<file path="src/rtl/id_ex_hazard_reg_pkg.sv">
// Shared ISA definitions for the 16-bit, 16-register, 4-bit-opcode pipeline.
// Contents: opcode constants, the bubble opcode, and opcode classification
// helpers. The hazard unit uses these helpers, and the forwarding unit can
// reuse them.
package id_ex_hazard_reg_pkg;

    localparam logic [3:0] OP_ADD    = 4'b0000;
    localparam logic [3:0] OP_PADDSB = 4'b0111;
    localparam logic [3:0] OP_LW     = 4'b1000;
    localparam logic [3:0] OP_SW     = 4'b1001;
    localparam logic [3:0] OP_LLB    = 4'b1010;
    localparam logic [3:0] OP_LHB    = 4'b1011;
    localparam logic [3:0] OP_B      = 4'b1100;
    localparam logic [3:0] OP_BR     = 4'b1101;
    localparam logic [3:0] OP_PCS    = 4'b1110;
    localparam logic [3:0] OP_HLT    = 4'b1111;

    // Last flag-writing opcode, and last opcode of the ALU group that reads Rt.
    localparam logic [3:0] OP_FLAG_LAST = 4'b0110;
    localparam logic [3:0] OP_RT_LAST   = 4'b0011;

    // opcode[3:2]==11 with Rd=0 is never a forwarding source.
    localparam logic [3:0] BUBBLE_OP = OP_B;

    function automatic logic is_reg_writer(input logic [3:0] op);
        return (op <= OP_LW) || (op == OP_LLB) || (op == OP_LHB) || (op == OP_PCS);
    endfunction

    function automatic logic is_flag_writer(input logic [3:0] op);
        return op <= OP_FLAG_LAST;
    endfunction

    function automatic logic uses_rs(input logic [3:0] op);
        return (op <= OP_SW) || (op == OP_BR);
    endfunction

    function automatic logic uses_rt(input logic [3:0] op);
        return (op <= OP_RT_LAST) || (op == OP_PADDSB) || (op == OP_SW);
    endfunction

    // LLB/LHB read-modify-write their destination, so Rd acts as a source.
    function automatic logic uses_rd_src(input logic [3:0] op);
        return (op == OP_LLB) || (op == OP_LHB);
    endfunction

endpackage

</file>
<file path="src/rtl/id_ex_hazard_reg_if.sv">
// Bus between decode and EX and the ID/EX register.
// Signals: the ID payload (id_*), the EX/MEM producer view (ex_mem_*), the
// registered ID/EX payload (id_ex_*), the global hold, and the stall and
// stall_cnt results.
// Handshake: id_valid qualifies the id_* payload, and id_ex_valid qualifies
// the id_ex_* payload. stall is the back-pressure signal. While stall=1,
// PC and IF/ID must not update, so the same ID instruction is presented
// again on the next cycle. While hold=1, ID/EX keeps its contents.
// master = decode/pipeline side; slave = the ID/EX register.
interface id_ex_hazard_reg_if #(
    parameter int DATA_W = 16,
    parameter int CTRL_W = 8,
    parameter int CNT_W  = 16
);
    logic              hold;
    logic              id_valid;
    logic [3:0]        id_opcode;
    logic [3:0]        id_rs;
    logic [3:0]        id_rt;
    logic [3:0]        id_rd;
    logic [CTRL_W-1:0] id_ctrl;
    logic [DATA_W-1:0] id_rs_data;
    logic [DATA_W-1:0] id_rt_data;
    logic [DATA_W-1:0] id_imm;
    logic              ex_mem_valid;
    logic [3:0]        ex_mem_opcode;
    logic [3:0]        ex_mem_rd;
    logic              id_ex_valid;
    logic [3:0]        id_ex_opcode;
    logic [3:0]        id_ex_rs;
    logic [3:0]        id_ex_rt;
    logic [3:0]        id_ex_rd;
    logic [CTRL_W-1:0] id_ex_ctrl;
    logic [DATA_W-1:0] id_ex_rs_data;
    logic [DATA_W-1:0] id_ex_rt_data;
    logic [DATA_W-1:0] id_ex_imm;
    logic              stall;
    logic [CNT_W-1:0]  stall_cnt;

    modport master (
        output hold, id_valid, id_opcode, id_rs, id_rt, id_rd, id_ctrl,
               id_rs_data, id_rt_data, id_imm, ex_mem_valid, ex_mem_opcode, ex_mem_rd,
        input  id_ex_valid, id_ex_opcode, id_ex_rs, id_ex_rt, id_ex_rd, id_ex_ctrl,
               id_ex_rs_data, id_ex_rt_data, id_ex_imm, stall, stall_cnt
    );

    modport slave (
        input  hold, id_valid, id_opcode, id_rs, id_rt, id_rd, id_ctrl,
               id_rs_data, id_rt_data, id_imm, ex_mem_valid, ex_mem_opcode, ex_mem_rd,
        output id_ex_valid, id_ex_opcode, id_ex_rs, id_ex_rt, id_ex_rd, id_ex_ctrl,
               id_ex_rs_data, id_ex_rt_data, id_ex_imm, stall, stall_cnt
    );
endinterface

</file>
<file path="src/rtl/id_ex_hazard_reg_hazard_detect.sv">
// Combinational hazard detector. It raises hazard for the cases that
// forwarding cannot cover.
// Inputs: the ID instruction (id_valid, id_opcode, id_rs, id_rt, id_rd),
// the ID/EX occupant (ex_valid, ex_opcode, ex_rd), and the EX/MEM occupant
// (mem_valid, mem_opcode, mem_rd).
// Outputs: hazard, plus the individual causes (load_use, br_reg, br_flags),
// which are exposed for observation.
module id_ex_hazard_reg_hazard_detect
    import id_ex_hazard_reg_pkg::*;
(
    input  logic       id_valid,
    input  logic [3:0] id_opcode,
    input  logic [3:0] id_rs,
    input  logic [3:0] id_rt,
    input  logic [3:0] id_rd,
    input  logic       ex_valid,
    input  logic [3:0] ex_opcode,
    input  logic [3:0] ex_rd,
    input  logic       mem_valid,
    input  logic [3:0] mem_opcode,
    input  logic [3:0] mem_rd,
    output logic       load_use,
    output logic       br_reg,
    output logic       br_flags,
    output logic       hazard
);
    logic [3:0] rs_spec;
    logic       rs_use;
    logic       rt_use;
    logic       is_branch;

    always_comb begin
        rs_spec   = uses_rd_src(id_opcode) ? id_rd : id_rs;
        rs_use    = uses_rs(id_opcode) | uses_rd_src(id_opcode);
        // Store data reaches MEM through MEM-to-MEM forwarding, so an Rt
        // match on SW does not need a load-use stall.
        rt_use    = uses_rt(id_opcode) & (id_opcode != OP_SW);
        is_branch = (id_opcode == OP_B) | (id_opcode == OP_BR);

        load_use = ex_valid & (ex_opcode == OP_LW) & (ex_rd != 4'd0)
                 & ((rs_use & (rs_spec == ex_rd)) | (rt_use & (id_rt == ex_rd)));

        // BR resolves in ID, so its target register must already be final.
        br_reg = (id_opcode == OP_BR) & (id_rs != 4'd0)
               & ((ex_valid & is_reg_writer(ex_opcode) & (ex_rd == id_rs))
                | (mem_valid & (mem_opcode == OP_LW) & (mem_rd == id_rs)));

        br_flags = is_branch & ex_valid & is_flag_writer(ex_opcode);

        hazard = id_valid & (load_use | br_reg | br_flags);
    end
endmodule

</file>
<file path="src/rtl/id_ex_hazard_reg.sv">
// ID/EX pipeline register with hazard detection.
// Ports: clk, rst (synchronous active-high), and bus (slave modport of
// id_ex_hazard_reg_if).
// Update priority: reset, then hold (freeze), then hazard (load a bubble and
// bump the saturating stall counter), then capture of the ID payload.
// stall = hazard | hold, and is purely combinational.
module id_ex_hazard_reg
    import id_ex_hazard_reg_pkg::*;
#(
    parameter int DATA_W = 16,
    parameter int CTRL_W = 8,
    parameter int CNT_W  = 16
) (
    input  logic               clk,
    input  logic               rst,
    id_ex_hazard_reg_if.slave  bus
);
    logic              valid_q;
    logic [3:0]        opcode_q;
    logic [3:0]        rs_q;
    logic [3:0]        rt_q;
    logic [3:0]        rd_q;
    logic [CTRL_W-1:0] ctrl_q;
    logic [DATA_W-1:0] rs_data_q;
    logic [DATA_W-1:0] rt_data_q;
    logic [DATA_W-1:0] imm_q;
    logic [CNT_W-1:0]  cnt_q;

    logic hazard;
    logic load_use;
    logic br_reg;
    logic br_flags;

    id_ex_hazard_reg_hazard_detect u_hazard_detect (
        .id_valid   (bus.id_valid),
        .id_opcode  (bus.id_opcode),
        .id_rs      (bus.id_rs),
        .id_rt      (bus.id_rt),
        .id_rd      (bus.id_rd),
        .ex_valid   (valid_q),
        .ex_opcode  (opcode_q),
        .ex_rd      (rd_q),
        .mem_valid  (bus.ex_mem_valid),
        .mem_opcode (bus.ex_mem_opcode),
        .mem_rd     (bus.ex_mem_rd),
        .load_use   (load_use),
        .br_reg     (br_reg),
        .br_flags   (br_flags),
        .hazard     (hazard)
    );

    assign bus.stall = hazard | bus.hold;

    always_ff @(posedge clk) begin
        if (rst) begin
            valid_q   <= 1'b0;
            opcode_q  <= BUBBLE_OP;
            rs_q      <= '0;
            rt_q      <= '0;
            rd_q      <= '0;
            ctrl_q    <= '0;
            rs_data_q <= '0;
            rt_data_q <= '0;
            imm_q     <= '0;
            cnt_q     <= '0;
        end else if (bus.hold) begin
            // Multi-cycle memory freeze: keep everything, including the counter.
        end else if (hazard) begin
            valid_q   <= 1'b0;
            opcode_q  <= BUBBLE_OP;
            rs_q      <= '0;
            rt_q      <= '0;
            rd_q      <= '0;
            ctrl_q    <= '0;
            rs_data_q <= '0;
            rt_data_q <= '0;
            imm_q     <= '0;
            if (cnt_q != '1) begin
                cnt_q <= cnt_q + CNT_W'(1);
            end
        end else begin
            // The ID payload is captured even when id_valid=0, tagged invalid.
            valid_q   <= bus.id_valid;
            opcode_q  <= bus.id_opcode;
            rs_q      <= bus.id_rs;
            rt_q      <= bus.id_rt;
            rd_q      <= bus.id_rd;
            ctrl_q    <= bus.id_ctrl;
            rs_data_q <= bus.id_rs_data;
            rt_data_q <= bus.id_rt_data;
            imm_q     <= bus.id_imm;
        end
    end

    assign bus.id_ex_valid   = valid_q;
    assign bus.id_ex_opcode  = opcode_q;
    assign bus.id_ex_rs      = rs_q;
    assign bus.id_ex_rt      = rt_q;
    assign bus.id_ex_rd      = rd_q;
    assign bus.id_ex_ctrl    = ctrl_q;
    assign bus.id_ex_rs_data = rs_data_q;
    assign bus.id_ex_rt_data = rt_data_q;
    assign bus.id_ex_imm     = imm_q;
    assign bus.stall_cnt     = cnt_q;
endmodule

</file>
<file path="src/flat_wrapper.sv">
// flat-port wrapper written by rule: the top's interface ports become plain ports
module id_ex_hazard_reg_flat import id_ex_hazard_reg_pkg::*;
#(
    parameter int DATA_W = 16,
    parameter int CTRL_W = 8,
    parameter int CNT_W  = 16
)
  (clk, rst, bus_hold, bus_id_valid, bus_id_opcode, bus_id_rs, bus_id_rt, bus_id_rd, bus_id_ctrl, bus_id_rs_data, bus_id_rt_data, bus_id_imm, bus_ex_mem_valid, bus_ex_mem_opcode, bus_ex_mem_rd, bus_id_ex_valid, bus_id_ex_opcode, bus_id_ex_rs, bus_id_ex_rt, bus_id_ex_rd, bus_id_ex_ctrl, bus_id_ex_rs_data, bus_id_ex_rt_data, bus_id_ex_imm, bus_stall, bus_stall_cnt);
  id_ex_hazard_reg_if #(.DATA_W(DATA_W), .CTRL_W(CTRL_W), .CNT_W(CNT_W)) bus_i ();
  input  logic clk;
  input  logic rst;
  input wire logic [$bits(bus_i.hold)-1:0] bus_hold;
  input wire logic [$bits(bus_i.id_valid)-1:0] bus_id_valid;
  input wire logic [$bits(bus_i.id_opcode)-1:0] bus_id_opcode;
  input wire logic [$bits(bus_i.id_rs)-1:0] bus_id_rs;
  input wire logic [$bits(bus_i.id_rt)-1:0] bus_id_rt;
  input wire logic [$bits(bus_i.id_rd)-1:0] bus_id_rd;
  input wire logic [$bits(bus_i.id_ctrl)-1:0] bus_id_ctrl;
  input wire logic [$bits(bus_i.id_rs_data)-1:0] bus_id_rs_data;
  input wire logic [$bits(bus_i.id_rt_data)-1:0] bus_id_rt_data;
  input wire logic [$bits(bus_i.id_imm)-1:0] bus_id_imm;
  input wire logic [$bits(bus_i.ex_mem_valid)-1:0] bus_ex_mem_valid;
  input wire logic [$bits(bus_i.ex_mem_opcode)-1:0] bus_ex_mem_opcode;
  input wire logic [$bits(bus_i.ex_mem_rd)-1:0] bus_ex_mem_rd;
  output wire logic [$bits(bus_i.id_ex_valid)-1:0] bus_id_ex_valid;
  output wire logic [$bits(bus_i.id_ex_opcode)-1:0] bus_id_ex_opcode;
  output wire logic [$bits(bus_i.id_ex_rs)-1:0] bus_id_ex_rs;
  output wire logic [$bits(bus_i.id_ex_rt)-1:0] bus_id_ex_rt;
  output wire logic [$bits(bus_i.id_ex_rd)-1:0] bus_id_ex_rd;
  output wire logic [$bits(bus_i.id_ex_ctrl)-1:0] bus_id_ex_ctrl;
  output wire logic [$bits(bus_i.id_ex_rs_data)-1:0] bus_id_ex_rs_data;
  output wire logic [$bits(bus_i.id_ex_rt_data)-1:0] bus_id_ex_rt_data;
  output wire logic [$bits(bus_i.id_ex_imm)-1:0] bus_id_ex_imm;
  output wire logic [$bits(bus_i.stall)-1:0] bus_stall;
  output wire logic [$bits(bus_i.stall_cnt)-1:0] bus_stall_cnt;
  assign bus_i.hold = bus_hold;
  assign bus_i.id_valid = bus_id_valid;
  assign bus_i.id_opcode = bus_id_opcode;
  assign bus_i.id_rs = bus_id_rs;
  assign bus_i.id_rt = bus_id_rt;
  assign bus_i.id_rd = bus_id_rd;
  assign bus_i.id_ctrl = bus_id_ctrl;
  assign bus_i.id_rs_data = bus_id_rs_data;
  assign bus_i.id_rt_data = bus_id_rt_data;
  assign bus_i.id_imm = bus_id_imm;
  assign bus_i.ex_mem_valid = bus_ex_mem_valid;
  assign bus_i.ex_mem_opcode = bus_ex_mem_opcode;
  assign bus_i.ex_mem_rd = bus_ex_mem_rd;
  assign bus_id_ex_valid = bus_i.id_ex_valid;
  assign bus_id_ex_opcode = bus_i.id_ex_opcode;
  assign bus_id_ex_rs = bus_i.id_ex_rs;
  assign bus_id_ex_rt = bus_i.id_ex_rt;
  assign bus_id_ex_rd = bus_i.id_ex_rd;
  assign bus_id_ex_ctrl = bus_i.id_ex_ctrl;
  assign bus_id_ex_rs_data = bus_i.id_ex_rs_data;
  assign bus_id_ex_rt_data = bus_i.id_ex_rt_data;
  assign bus_id_ex_imm = bus_i.id_ex_imm;
  assign bus_stall = bus_i.stall;
  assign bus_stall_cnt = bus_i.stall_cnt;
  id_ex_hazard_reg #(.DATA_W(DATA_W), .CTRL_W(CTRL_W), .CNT_W(CNT_W)) u_core (.clk(clk), .rst(rst), .bus(bus_i));
endmodule
</file>
<file path="config.mk">
export PLATFORM = sky130hd
export DESIGN_NAME = id_ex_hazard_reg_flat
export DESIGN_NICKNAME = d
export VERILOG_FILES = /design/src/rtl/id_ex_hazard_reg_pkg.sv /design/src/rtl/id_ex_hazard_reg_if.sv /design/src/rtl/id_ex_hazard_reg_hazard_detect.sv /design/src/rtl/id_ex_hazard_reg.sv /design/src/flat_wrapper.sv
export SDC_FILE = /design/constraint.sdc
export NUM_CORES = 1
export LEC_CHECK = 0
export CORE_ASPECT_RATIO = 1.1
export CORE_MARGIN = 8
export CORE_UTILIZATION = 40
export DETAILED_ROUTE_END_ITERATION = 10
export GPL_TIMING_DRIVEN = 0
export PLACE_DENSITY_LB_ADDON = 0.12
export SLEW_MARGIN = 0
export SYNTH_ARGS = -nofsm -noshare
export SYNTH_HDL_FRONTEND = slang
export SYNTH_SLANG_ARGS = --single-unit
</file>
<file path="constraint.sdc">
create_clock -name clk -period 3.6 [get_ports clk]
set_clock_uncertainty 0.15 [all_clocks]
set_input_delay 1.08 -clock clk [delete_from_list [all_inputs] [get_ports clk]]
set_output_delay 1.08 -clock clk [all_outputs]
set_load 0.02 [all_outputs]
</file>
==> out/qor.yml, run 1 <==
status: "complete, but fails checks"
violations: "setup timing"
cp-start-kind: "primary input"
drcViolationCount: 0
area_delta_synth_final_pct: 60.3
wire_per_inst_um: 18.1
power-per-cell-area_mw_per_mm2: 366
slowest_stage: "o211a_4"
cts.sinks: 89
critPathBufInv: 3
rrSetupSlack_ns: 0.68
slew_violations: 0
met1_length_um: 5120
vias_per_cell: 5.21
dp_hpwl_um: 8790
cts_buffers: 9
core_area_mm2: 0.00878
hold_class: "flip-flop to flip-flop"
holdBufCountCts: 0
path_clk_slew_ns: 0.09
start_util_pct: 40.7
fp.dieH_um: 115
crit_family: "simple AND/OR/NAND/NOR gates"
cpMostUsedCell: "buf_6"
syn_area_per_cell_um2: 10.8
setup-tns-final_ns: -0.180
setup_viol_count_final: 1
grt_pass1_wl_um: 17700
ys_ff_latch: 89
io-pin-count: 175
worstMarginPinSlew_ns: 0.608
dr_wl_met3_um: 736
synth_cells: 331
cp_cell_sequence: "buf_8, and3b_1, buf_6, mux2i_2, xor2_1, nand3_1, o211a_4, nand2b_4, buf_6"
clock_tree.root_cell: "clkbuf_8"
critPathCaptureType: "output port"
grt.total_usage_pct: 18.2
syn_area_mm2: 0.00358
numPortBuffers: 174
leakagePower_uw: 0.00215
dp_slack_ns: -1.20
hold_viol: 0
ys.warnings.count: 0
gp_congestion: 0.798
grt_overflow: 0
cp_data_required_time_ns: 2.37
cts_tree: "yes"
die_w_um: 106
diodes: 0
grt_max_degree: 15
drtIter0Drc: 96
synthMuxAreaShare_pct: 3.60
stdcell_count: 639
synth-simple-area-share_pct: 13.1
htree_num_levels: 3
synthAdderAreaFrac_pct: 0.664
vias: 3327
rsz0062_at_grt: "yes"
synth_nets: 417
wl_met2_um: 5580
timing.final.ws_setup_ns: -0.180
cts_buffer_depth: 2
synth-xor-area-share_pct: 3.67
num_rows: 36
max-vdd-ir-drop_uv: 166
grt_pass1_vias: 3311
fin_crit_sh_pct: 105
path_max_fanout: 4
period_needed_ns: 3.78
cp.arrival_ns: 2.55
clock_latency_ns: 0.35
synth_top_family_by_area: "compound AO/OA/AOI/OAI gates"
clock.fmax_mhz: 265
nets: 606
max_slew_margin_pct: 59.1
drive_gt1_share_pct: 10.9
top_layer: "met4"
antenna_found_initial: 0
crit_path_max_incr_delay_ns: 0.27
routed_wl_um: 11600
p_total_uw: 2100
seq_area_frac_synth_pct: 49.8
ys_types: 49
drv_cap: 0
synth_compound_area_share_pct: 24.2
dp_cells: 619
crit_type: "primary input to output port"
die_area_mm2: 0.0122
dr.pass1.iters: 4
drtAntennaViolNets: 0
==> worst register-to-register path: stages, from the launching register on <==
cell      delay, ns
dfxtp_1        0.34
clkbuf_1       0.28
nor4_1         0.13
nor4_1         0.48
nand3_1        0.17
o211a_4        0.30
buf_4          0.16
buf_6          0.15
nor4_2         0.29
mux2_1         0.36
==> routing by layer <==
layer  GRT usage (%)  up-vias
met5               0        -
met1            21.8     1573
met4            6.85        0
met2            30.9      118
met3            4.09       14
li1                -     1622
==> flip-flops by register name, indices dropped and copies added, names as in the netlist <==
| name | cells |
|---|---|
| u_core.bus.id_ex_rs_data | 16 |
| u_core.bus.id_ex_rt | 4 |
| u_core.bus.id_ex_opcode | 4 |
| u_core.bus.id_ex_ctrl | 8 |
| u_core.bus.id_ex_rd | 4 |
| u_core.bus.id_ex_rt_data | 16 |
| u_core.bus.id_ex_valid | 1 |
| u_core.bus.id_ex_imm | 16 |
| u_core.bus.stall_cnt | 16 |
| u_core.bus.id_ex_rs | 4 |
==> cell families after synthesis <==
family / after synthesis
AO/OA/AOI/OAI: 103
flip-flops: 89
AND/OR/NAND/NOR: 80
buffers and inverters: 30
XOR/XNOR: 15
multiplexers: 12
adder cells (fa/ha/maj): 2
==> cell usage in the layout (no fill, tap or decap), types with 7 or more instances in the layout <==
master / Yosys / layout
nor2_1: 15 / 15
xnor2_1: 8 / 8
nand3_1: 13 / 13
clkbuf_1: 14 / 16
dlygate4sd2_1: 0 / 7
a22o_1: 70 / 70
clkdlybuf4s50_1: 0 / 159
dfxtp_1: 89 / 89
a21oi_1: 9 / 9
buf_6: 8 / 10
nand2_1: 11 / 11
clkbuf_8: 0 / 10
xor2_1: 7 / 7
==> cell type report <==
class | instances | area, um2
buffer | 26 | 168
sequential | 89 | 1780
clock buffer | 12 | 145
fill | 742 | 3050
clock inverter | 4 | 26.3
timing repair buffer | 178 | 1760
inverter | 4 | 15.0
tap | 114 | 143
multi-input combinational | 212 | 1700
==> stage by stage <==
| step | hold slack [ns] | util [%] | cell area, um2 |
|---|---|---|---|
| 2_1_floorplan | 0.407 | - | 3580 |
| 3_3_place_gp | 0.310 | 62.2 | 5470 |
| 3_5_place_dp | 0.313 | 62.2 | 5470 |
| 4_1_cts | 0.337 | 65.2 | 5730 |
| 5_1_grt | 0.351 | 65.3 | 5740 |
| 6_report | 0.331 | 65.3 | 5740 |
==> cells in the mapped netlist, drive strengths merged <==
master | n | area share (%)
a2111oi | 2 | 0.66
a21oi | 9 | 1.3
a22o | 70 | 17
a41o | 1 | 0.28
a41oi | 1 | 0.24
and2 | 1 | 0.17
and3 | 2 | 0.35
and3b | 1 | 0.24
and4 | 1 | 0.24
buf | 12 | 3.1
clkbuf | 14 | 1.5
dfxtp | 89 | 50
ha | 1 | 0.35
inv | 4 | 0.42
maj3 | 1 | 0.31
mux2 | 7 | 2.2
mux2i | 5 | 1.4
nand2 | 11 | 1.2
nand2b | 2 | 0.35
nand3 | 13 | 1.8
nand3b | 2 | 0.42
nand4 | 4 | 0.70
nand4b | 1 | 0.24
nor2 | 15 | 1.6
nor2b | 7 | 1.2
nor3 | 5 | 0.70
nor3b | 1 | 0.52
nor4 | 5 | 1.4
o211a | 1 | 0.49
o211ai | 1 | 0.35
o21a | 2 | 0.42
o21ai | 5 | 0.70
o21ba | 1 | 0.28
o21bai | 1 | 0.21
o31ai | 3 | 0.63
o32a | 2 | 0.56
o41ai | 4 | 0.98
or2 | 1 | 0.17
or3 | 3 | 0.52
or4 | 2 | 0.42
or4b | 3 | 0.84
xnor2 | 8 | 2.0
xor2 | 7 | 1.7
==> power by group <==
| group | internal (uW) | switching [uW] |
|---|---|---|
| registers | 1030 | 28.2 |
| logic | 225 | 185 |
| clock network | 271 | 358 |
==> what timing repair did <==
| item | CTS | global route |
|---|---|---|
| cloned | 0 | 0 |
| resized for setup | 49 | 5 |
| pin swaps | 12 | 1 |
| setup buffers | 4 | 0 |
| endpoints found under the setup margin | 9 | 1 |
==> final timing paths <==
path	from	to	depth (start not counted)
setup / recovery	bus_id_opcode[2]	bus_stall	9
hold / removal	u_core.bus.id_ex_rt_data[0]	u_core.bus.id_ex_rt_data[0]	1
setup reg to reg	u_core.bus.id_ex_rd[2]	u_core.bus.stall_cnt[13]	9
hold reg to reg	u_core.bus.id_ex_rt_data[0]	u_core.bus.id_ex_rt_data[0]	1
No activity file was read; power rests on OpenSTA's default activity.
==> inputs of run 2 (changes only) <==
Settings changed: CTS_BUF_LIST set to sky130_fd_sc_hd__clkbuf_16.
==> out/qor.yml, run 2 (same netlist as run 1, synthesis figures left out) <==
status: "complete, but fails checks"
violations: "setup timing"
core_area_mm2: 0.00878
cp_data_required_time_ns: 2.37
numPortBuffers: 174
routed_wl_um: 11700
grt_pass1_vias: 3299
num_rows: 36
power-per-cell-area_mw_per_mm2: 397
cts_tree: "yes"
leakagePower_uw: 0.00220
critPathCaptureType: "output port"
fin_crit_sh_pct: 105
setup-tns-final_ns: -0.178
holdBufCountCts: 0
antenna_found_initial: 0
clock_tree.root_cell: "clkbuf_16"
crit_type: "primary input to output port"
nets: 606
path_max_fanout: 4
setup_viol_count_final: 1
clock_latency_ns: 0.33
max-vdd-ir-drop_uv: 203
final_cell_mix: "clkdlybuf4s50_1, dfxtp_1, a22o_1, nor2_1, clkbuf_1"
grt_max_degree: 15
gp_congestion: 0.798
fin_util_pct: 66.4
grt.total_usage_pct: 18.4
hold_viol: 0
diodes: 0
period_needed_ns: 3.78
num-fill-cells: 733
start_util_pct: 40.7
cts.sinks: 89
timing.final.ws_setup_ns: -0.178
drtAntennaViolNets: 0
cp.arrival_ns: 2.55
wire_per_inst_um: 18.3
vias_per_cell: 5.21
dp_hpwl_um: 8790
drive_gt1_share_pct: 10.7
max_slew_margin_pct: 56.4
dp_slack_ns: -1.20
hold_class: "flip-flop to flip-flop"
fp.dieH_um: 115
die_area_mm2: 0.0122
dp_cells: 619
fin_hold_ws_ns: 0.325
dr.pass1.iters: 4
hold_start: "u_core.bus.id_ex_rt_data[0]"
cp-start-kind: "primary input"
grt_pass1_wl_um: 17900
drcViolationCount: 0
drv_cap: 0
slew_violations: 0
reg2reg_from: "u_core.bus.id_ex_rd[2]"
final_common_cell: "clkdlybuf4s50_1"
rsz0062_at_grt: "yes"
io-pin-count: 175
area_delta_synth_final_pct: 62.9
die_w_um: 106
cts_buffers: 9
stdcell_count: 639
startpoint: "bus_id_opcode[2]"
drtIter0Drc: 99
cts_buffer_depth: 2
clock.fmax_mhz: 265
vias: 3330
path_clk_slew_ns: 0.06
grt_overflow: 0
worstMarginPinSlew_ns: 0.647
htree_num_levels: 3
==> run 2: path summary, 6_finish.rpt <==
| check | end | cells past startpoint | slack, ns |
|---|---|---|---|
| setup / recovery | bus_stall | 9 | -0.18 |
| hold / removal | u_core.bus.id_ex_rt_data[0] | 1 | 0.32 |
| setup reg to reg | u_core.bus.stall_cnt[13] | 9 | 0.68 |
| hold reg to reg | u_core.bus.id_ex_rt_data[0] | 1 | 0.32 |
==> run 2: cell type report <==
type	instances	area (um2)	area share (%)
Clock buffer	9	225	3.86
Tap cell	114	143	2.45
Sequential cell	89	1780	30.6
Buffer	26	168	2.88
Multi-Input combinational cell	212	1700	29.1
Clock inverter	7	37.5	0.644
Inverter	4	15.0	0.258
Timing Repair Buffer	178	1760	30.2
==> run 2: critical path, cell delays in order <==
cell and delay [ns]:
buf_8 0.09, and3b_1 0.21, buf_6 0.12, mux2i_1 0.20
mux2i_1 0.24, nand3_1 0.11, o211a_4 0.30, nand2b_4 0.07
buf_6 0.11
==> run 2: through the flow <==
step	cell area (um2)	power [uW]
after global routing	5830	2410
after floorplan	3580	1250
after global placement	5470	1480
final	5830	2320
after CTS	5820	2340
after detailed placement	5470	1480
==> run 2: metal layers <==
layer	vias to the layer above	wire (um)	GRT usage, %
met5	-	0	0
met4	0	85	5.07
met2	111	5640	31.3
met3	7	766	5.16
met1	1589	5180	22.4
li1	1623	-	-
==> run 2: power by group <==
| part | total, uW | internal (uW) | switching, uW |
|---|---|---|---|
| Combinational | 411 | 225 | 186 |
| Clock | 843 | 460 | 382 |
| Sequential | 1060 | 1030 | 28.7 |
==> run 2: timing repair <==
item                                   4_1_cts  5_1_grt
resized for setup                           49        5
buffers inserted                             4        0
pin swaps                                   12        2
endpoints found under the hold margin        0        0
setup endpoints to repair                   71        1
